[src/rtl/addsub_sched.sv]
// addsub_sched: round-robin scheduler sharing one registered add/sub datapath
// among N_REQ requesters. The response is returned with the owner ID over a
// valid/ready port that can be back-pressured, and completed responses are counted.
// Optional build macro ADDSUB_SCHED_SAT_EN selects saturating unsigned results.
// Leaving it undefined gives modulo 2^WIDTH wrap-around.
module addsub_sched #(
  parameter int N_REQ = 4,
  parameter int WIDTH = 8,
  localparam int IDW = $clog2(N_REQ)
) (
  input  logic                   clk,
  input  logic                   rst_n,
  input  logic [N_REQ-1:0]       req_valid,
  output logic [N_REQ-1:0]       req_ready,
  input  logic [N_REQ*WIDTH-1:0] req_dataa,
  input  logic [N_REQ*WIDTH-1:0] req_datab,
  input  logic [N_REQ-1:0]       req_add_sub,
  output logic                   rsp_valid,
  input  logic                   rsp_ready,
  output logic [IDW-1:0]         rsp_id,
  output logic [WIDTH-1:0]       rsp_result,
  output logic                   rsp_carry,
  output logic [15:0]            ops_count
);

  localparam logic [0:0] IDLE = 1'b0;
  localparam logic [0:0] FULL = 1'b1;

  logic [0:0]       r_state;
  logic [IDW-1:0]   r_rr_ptr;
  logic [IDW-1:0]   r_rsp_id_p1;
  logic [WIDTH-1:0] r_rsp_result_p1;
  logic             r_rsp_carry_p1;
  logic [15:0]      r_ops_count;

  logic             w_can_issue;
  logic             w_grant_vld;
  logic [IDW-1:0]   w_grant_idx;
  logic [IDW:0]     w_scan;
  logic             w_accept;
  logic [WIDTH-1:0] w_a_p0;
  logic [WIDTH-1:0] w_b_p0;
  logic             w_add_p0;
  logic [WIDTH:0]   w_sum_p0;
  logic [WIDTH-1:0] w_res_p0;

  // Full-width add or subtract; the extra MSB is the carry (add) or borrow (sub, set iff A<B).
  function automatic logic [WIDTH:0] f_arith(input logic [WIDTH-1:0] a,
                                             input logic [WIDTH-1:0] b,
                                             input logic add);
    logic [WIDTH:0] s;
    if (add) s = {1'b0, a} + {1'b0, b};
    else     s = {1'b0, a} - {1'b0, b};
    return s;
  endfunction

`ifdef ADDSUB_SCHED_SAT_EN
  // Clamp to all-ones on add overflow and to zero on subtract borrow.
  function automatic logic [WIDTH-1:0] f_sat(input logic [WIDTH:0] s, input logic add);
    logic [WIDTH-1:0] r;
    r = s[WIDTH-1:0];
    if (s[WIDTH]) r = add ? '1 : '0;
    return r;
  endfunction
`else
  // Wrap-around: keep the low WIDTH bits.
  function automatic logic [WIDTH-1:0] f_sat(input logic [WIDTH:0] s);
    return s[WIDTH-1:0];
  endfunction
`endif

  assign w_can_issue = (r_state == IDLE) || rsp_ready;

  // Round-robin grant: first valid requester at or after rr_ptr, wrapping around.
  always_comb begin
    w_grant_vld = 1'b0;
    w_grant_idx = '0;
    w_scan      = '0;
    for (int k = 0; k < N_REQ; k++) begin
      w_scan = {1'b0, r_rr_ptr} + (IDW+1)'(k);
      if (w_scan >= (IDW+1)'(N_REQ)) w_scan = w_scan - (IDW+1)'(N_REQ);
      if (!w_grant_vld && req_valid[w_scan[IDW-1:0]]) begin
        w_grant_vld = 1'b1;
        w_grant_idx = w_scan[IDW-1:0];
      end
    end
  end

  assign w_accept = w_grant_vld && w_can_issue;

  // One-hot ready toward the granted requester, only when the response slot can take a result.
  always_comb begin
    req_ready = '0;
    if (w_accept) req_ready[w_grant_idx] = 1'b1;
  end

  // Operand mux for the granted requester, followed by the shared arithmetic.
  always_comb begin
    w_a_p0   = '0;
    w_b_p0   = '0;
    w_add_p0 = 1'b0;
    for (int i = 0; i < N_REQ; i++) begin
      if (w_grant_idx == IDW'(i)) begin
        w_a_p0   = req_dataa[i*WIDTH +: WIDTH];
        w_b_p0   = req_datab[i*WIDTH +: WIDTH];
        w_add_p0 = req_add_sub[i];
      end
    end
    w_sum_p0 = f_arith(w_a_p0, w_b_p0, w_add_p0);
`ifdef ADDSUB_SCHED_SAT_EN
    w_res_p0 = f_sat(w_sum_p0, w_add_p0);
`else
    w_res_p0 = f_sat(w_sum_p0);
`endif
  end

  // ---- p0 -> p1: response register and IDLE/FULL state ----
  // Response slot: load on accept (even while draining), empty on a drain with no accept, else hold.
  always_ff @(posedge clk) begin
    if (!rst_n) begin
      r_state         <= IDLE;
      r_rsp_id_p1     <= '0;
      r_rsp_result_p1 <= '0;
      r_rsp_carry_p1  <= 1'b0;
    end else if (w_accept) begin
      r_state         <= FULL;
      r_rsp_id_p1     <= w_grant_idx;
      r_rsp_result_p1 <= w_res_p0;
      r_rsp_carry_p1  <= w_sum_p0[WIDTH];
    end else if (rsp_ready) begin
      r_state <= IDLE;
    end
  end

  // Round-robin pointer moves just past the accepted requester.
  always_ff @(posedge clk) begin
    if (!rst_n) begin
      r_rr_ptr <= '0;
    end else if (w_accept) begin
      r_rr_ptr <= (w_grant_idx == IDW'(N_REQ-1)) ? '0 : w_grant_idx + IDW'(1);
    end
  end

  // Completed-response counter, wrapping at 16 bits.
  always_ff @(posedge clk) begin
    if (!rst_n) begin
      r_ops_count <= '0;
    end else if ((r_state == FULL) && rsp_ready) begin
      r_ops_count <= r_ops_count + 16'd1;
    end
  end

  assign rsp_valid  = (r_state == FULL);
  assign rsp_id     = r_rsp_id_p1;
  assign rsp_result = r_rsp_result_p1;
  assign rsp_carry  = r_rsp_carry_p1;
  assign ops_count  = r_ops_count;

endmodule

[config.mk]
export PLATFORM = sky130hd
export DESIGN_NAME = addsub_sched
export DESIGN_NICKNAME = d
export VERILOG_FILES = /design/src/rtl/addsub_sched.sv
export SDC_FILE = /design/constraint.sdc
export NUM_CORES = 1
export LEC_CHECK = 0
export ABC_CLOCK_PERIOD_IN_PS = 6100
export CAP_MARGIN = 20
export CORE_MARGIN = 2
export CORE_UTILIZATION = 35
export DETAILED_ROUTE_END_ITERATION = 8
export PLACE_DENSITY = 0.69
export SYNTH_ARGS = -nofsm -noshare
export SYNTH_HDL_FRONTEND = slang
export SYNTH_SLANG_ARGS = --single-unit
[constraint.sdc]
create_clock -name clk -period 6.1 [get_ports clk]
set_input_delay 1.83 -clock clk [delete_from_list [all_inputs] [get_ports clk]]
set_output_delay 1.83 -clock clk [all_outputs]
set_load 0.02 [all_outputs]
==> results.json <==
{
  "syn_area_per_cell_um2": 7.58,
  "firstDrtPassIters": 4,
  "cts_setup_buffers": 0,
  "fillers": 660,
  "grt_max_degree": 32,
  "path_clk_slew_ns": 0.06,
  "synth_enable_flop_cells": 0,
  "synth_most_common_cell": "nand2_1",
  "synthMuxAreaShare_pct": 0.883,
  "min-delay-path-class": "reg2reg",
  "synth_xor_area_share_pct": 9.45,
  "clock_latency_ns": 0.28,
  "rows": 30,
  "ff2ff_setup_slack_ns": 2.07,
  "synth-seq-cells": 30,
  "async_flop_share_pct": 0,
  "numCtsBuffers": 5,
  "io_pins": 107,
  "cts_hold_buf": 0,
  "report.final.slew_viol_count": 0,
  "yosysTopAreaCellShare_pct": 24.9,
  "cts_tree": "yes",
  "drc_errors": 0,
  "worstMarginPinSlew_ns": 0.869,
  "grt_pass1_wl_um": 11000,
  "cp-start-kind": "input pin",
  "synthCells": 318,
  "worstPathRequired_ns": 4.27,
  "h-tree-depth": 2,
  "synth_area_leader_cell": "dfxtp_1",
  "port_buffers": 106,
  "routabilityCongestion": 0.907,
  "viasPerCell": 5.09,
  "crit_fanout": 8,
  "synth.area.top_cells": "dfxtp_1 25%, ha_1 7.3%, xnor2_1 6.9%",
  "yosys_warnings": 0,
  "p_total_w": 0.00112,
  "min_period_ns": 5.88,
  "grt_pass1_vias": 2552,
  "synth_compound_area_share_pct": 25.6,
  "arrival_ns": 4.05,
  "track_usage_pct": 17.9,
  "synthDistinctLibCells": 51,
  "max_freq_ghz": 0.170,
  "drive_above_1_share_pct": 6.79,
  "syn_nets": 408,
  "post_drt_wl_per_cell_um": 13.1,
  "hold_violations": 0,
  "synthAdderAreaFrac_pct": 8.10,
  "clockRootBuffer": "clkbuf_8",
  "powerDensity_mw_per_mm2": 304,
  "run_status": "complete, no violations",
  "die_y_um": 87.0,
  "vias": 2579,
  "place_hpwl_um": 5460,
  "fin_setup_tns_ns": 0,
  "core-area_mm2": 0.00672,
  "peakVddDrop_mv": 0.104,
  "antenna_found_initial": 0,
  "synth_top_family_by_area": "compound AO/OA/AOI/OAI gates",
  "relSlewSlack_pct": 41.9,
  "p_leak_nw": 1.49,
  "setup_viol": 0,
  "hold_slack_ns": 0.454,
  "yosysSeqAreaShare_pct": 24.9,
  "synthSimpleGateAreaFrac_pct": 25.4,
  "drt-initial-drc-count": 99,
  "synth-main-ff-cell": "dfxtp_1",
  "drtAntennaViolNets": 0,
  "die_w_um": 87.0,
  "top_layer": "met4",
  "area_growth_pct": 52.9,
  "netlist_area_mm2": 0.00241,
  "cts_buffer_depth": 2,
  "nets": 516,
  "period_share_pct": 96.3,
  "route.met2.wl_um": 3130,
  "post_cts_resized": 0,
  "overflow": 0,
  "wl_met1_um": 2900,
  "clock_sinks": 30,
  "end_kind": "primary output",
  "n_antenna_cell": 0,
  "rsz0062_at_grt": "no",
  "fin_worst_skew_ns": 0.00299,
  "critical_path_class": "in2out",
  "wl_um": 6650,
  "start_util_pct": 35.9,
  "met3_length_um": 529,
  "max-cap-violations": 0,
  "dieArea_mm2": 0.00756,
  "ys_top_cells_by_count": "31 x nand2_1, 30 x dfxtp_1, 28 x nor2_1"
}
power by group:
| part | switching [W] | internal, W | total (W) |
|---|---|---|---|
| sequential | 0.0000153 | 0.000224 | 0.000239 |
| combinational | 0.000356 | 0.000339 | 0.000695 |
| clock | 0.0000712 | 0.000114 | 0.000185 |
| total | 0.000442 | 0.000676 | 0.00112 |
state kept, by name, indices dropped and copies added (netlist names):
signal      flops
ops_count      16
rsp_result      8
rsp_id          2
r_rr_ptr        2
rsp_valid       1
rsp_carry       1
per-stage QoR:
step | worst slack, ns | util (%) | cell area (µm²) | instances
2_1_floorplan | 0.821 | - | 2410 | 318
5_1_grt | 0.0117 | 54.8 | 3680 | 507
3_5_place_dp | 0.246 | 53.2 | 3570 | 499
3_3_place_gp | 0.249 | 53.2 | 3570 | 499
4_1_cts | 0.229 | 54.8 | 3680 | 507
6_report | 0.224 | 54.8 | 3680 | 507
layer usage:
metal	vias up	GRT usage [%]
met5	-	0
met4	0	4.69
met3	12	4.83
met2	108	32.3
met1	1128	20.6
li1	1331	-
worst max-delay path, cell delays in order:
cell and delay, ns:
clkdlybuf4s50_1 0.47, a21oi_1 0.15, o21ai_0 0.08, a21oi_1 0.31, ha_1 0.37, and2_1 0.20
clkdlybuf4s50_1 0.63
kinds of logic after synthesis:
| logic type | after synthesis |
|---|---|
| simple gates | 122 |
| mux | 2 |
| compound gates | 92 |
| flops | 30 |
| xor+xnor | 26 |
| fa+ha+maj | 15 |
| buf+inv | 31 |
worst paths after layout:
| check | from | to | cells after the start |
|---|---|---|---|
| hold / removal | rsp_result[2]$_SDFFE_PN0P_ | rsp_result[2]$_SDFFE_PN0P_ | 2 |
| setup / recovery | req_valid[0] | req_ready[2] | 7 |
| hold reg to reg | rsp_result[2]$_SDFFE_PN0P_ | rsp_result[2]$_SDFFE_PN0P_ | 2 |
| setup reg to reg | r_rr_ptr[1]$_SDFFE_PN0P_ | rsp_result[7]$_SDFFE_PN0P_ | 19 |
area by class of cell:
| type | instances | area, µm² | share of cell area (%) |
|---|---|---|---|
| sequential | 30 | 601 | 16.3 |
| inverter | 15 | 56.3 | 1.53 |
| clock buffer | 8 | 110 | 2.99 |
| multi-input combinational | 257 | 1670 | 45.4 |
| timing repair buffer | 117 | 1140 | 31.0 |
| tap | 80 | 100 | 2.72 |
placed cells by master (no fill, tap or decap), drive strengths merged, types with 6 or more instances in the layout:
cell and count:
ha 14, a22oi 11, o21ai 19, xnor2 19, dfxtp 30, a21oi 26
and3 7, buf 11, nand3 8, a221oi 7, nor2 28, xor2 7
a21boi 8, o22ai 6, nand2 31, and2 21, clkbuf 8, inv 15
clkdlybuf4s50 106
No activity file was read; power rests on OpenSTA's default activity.
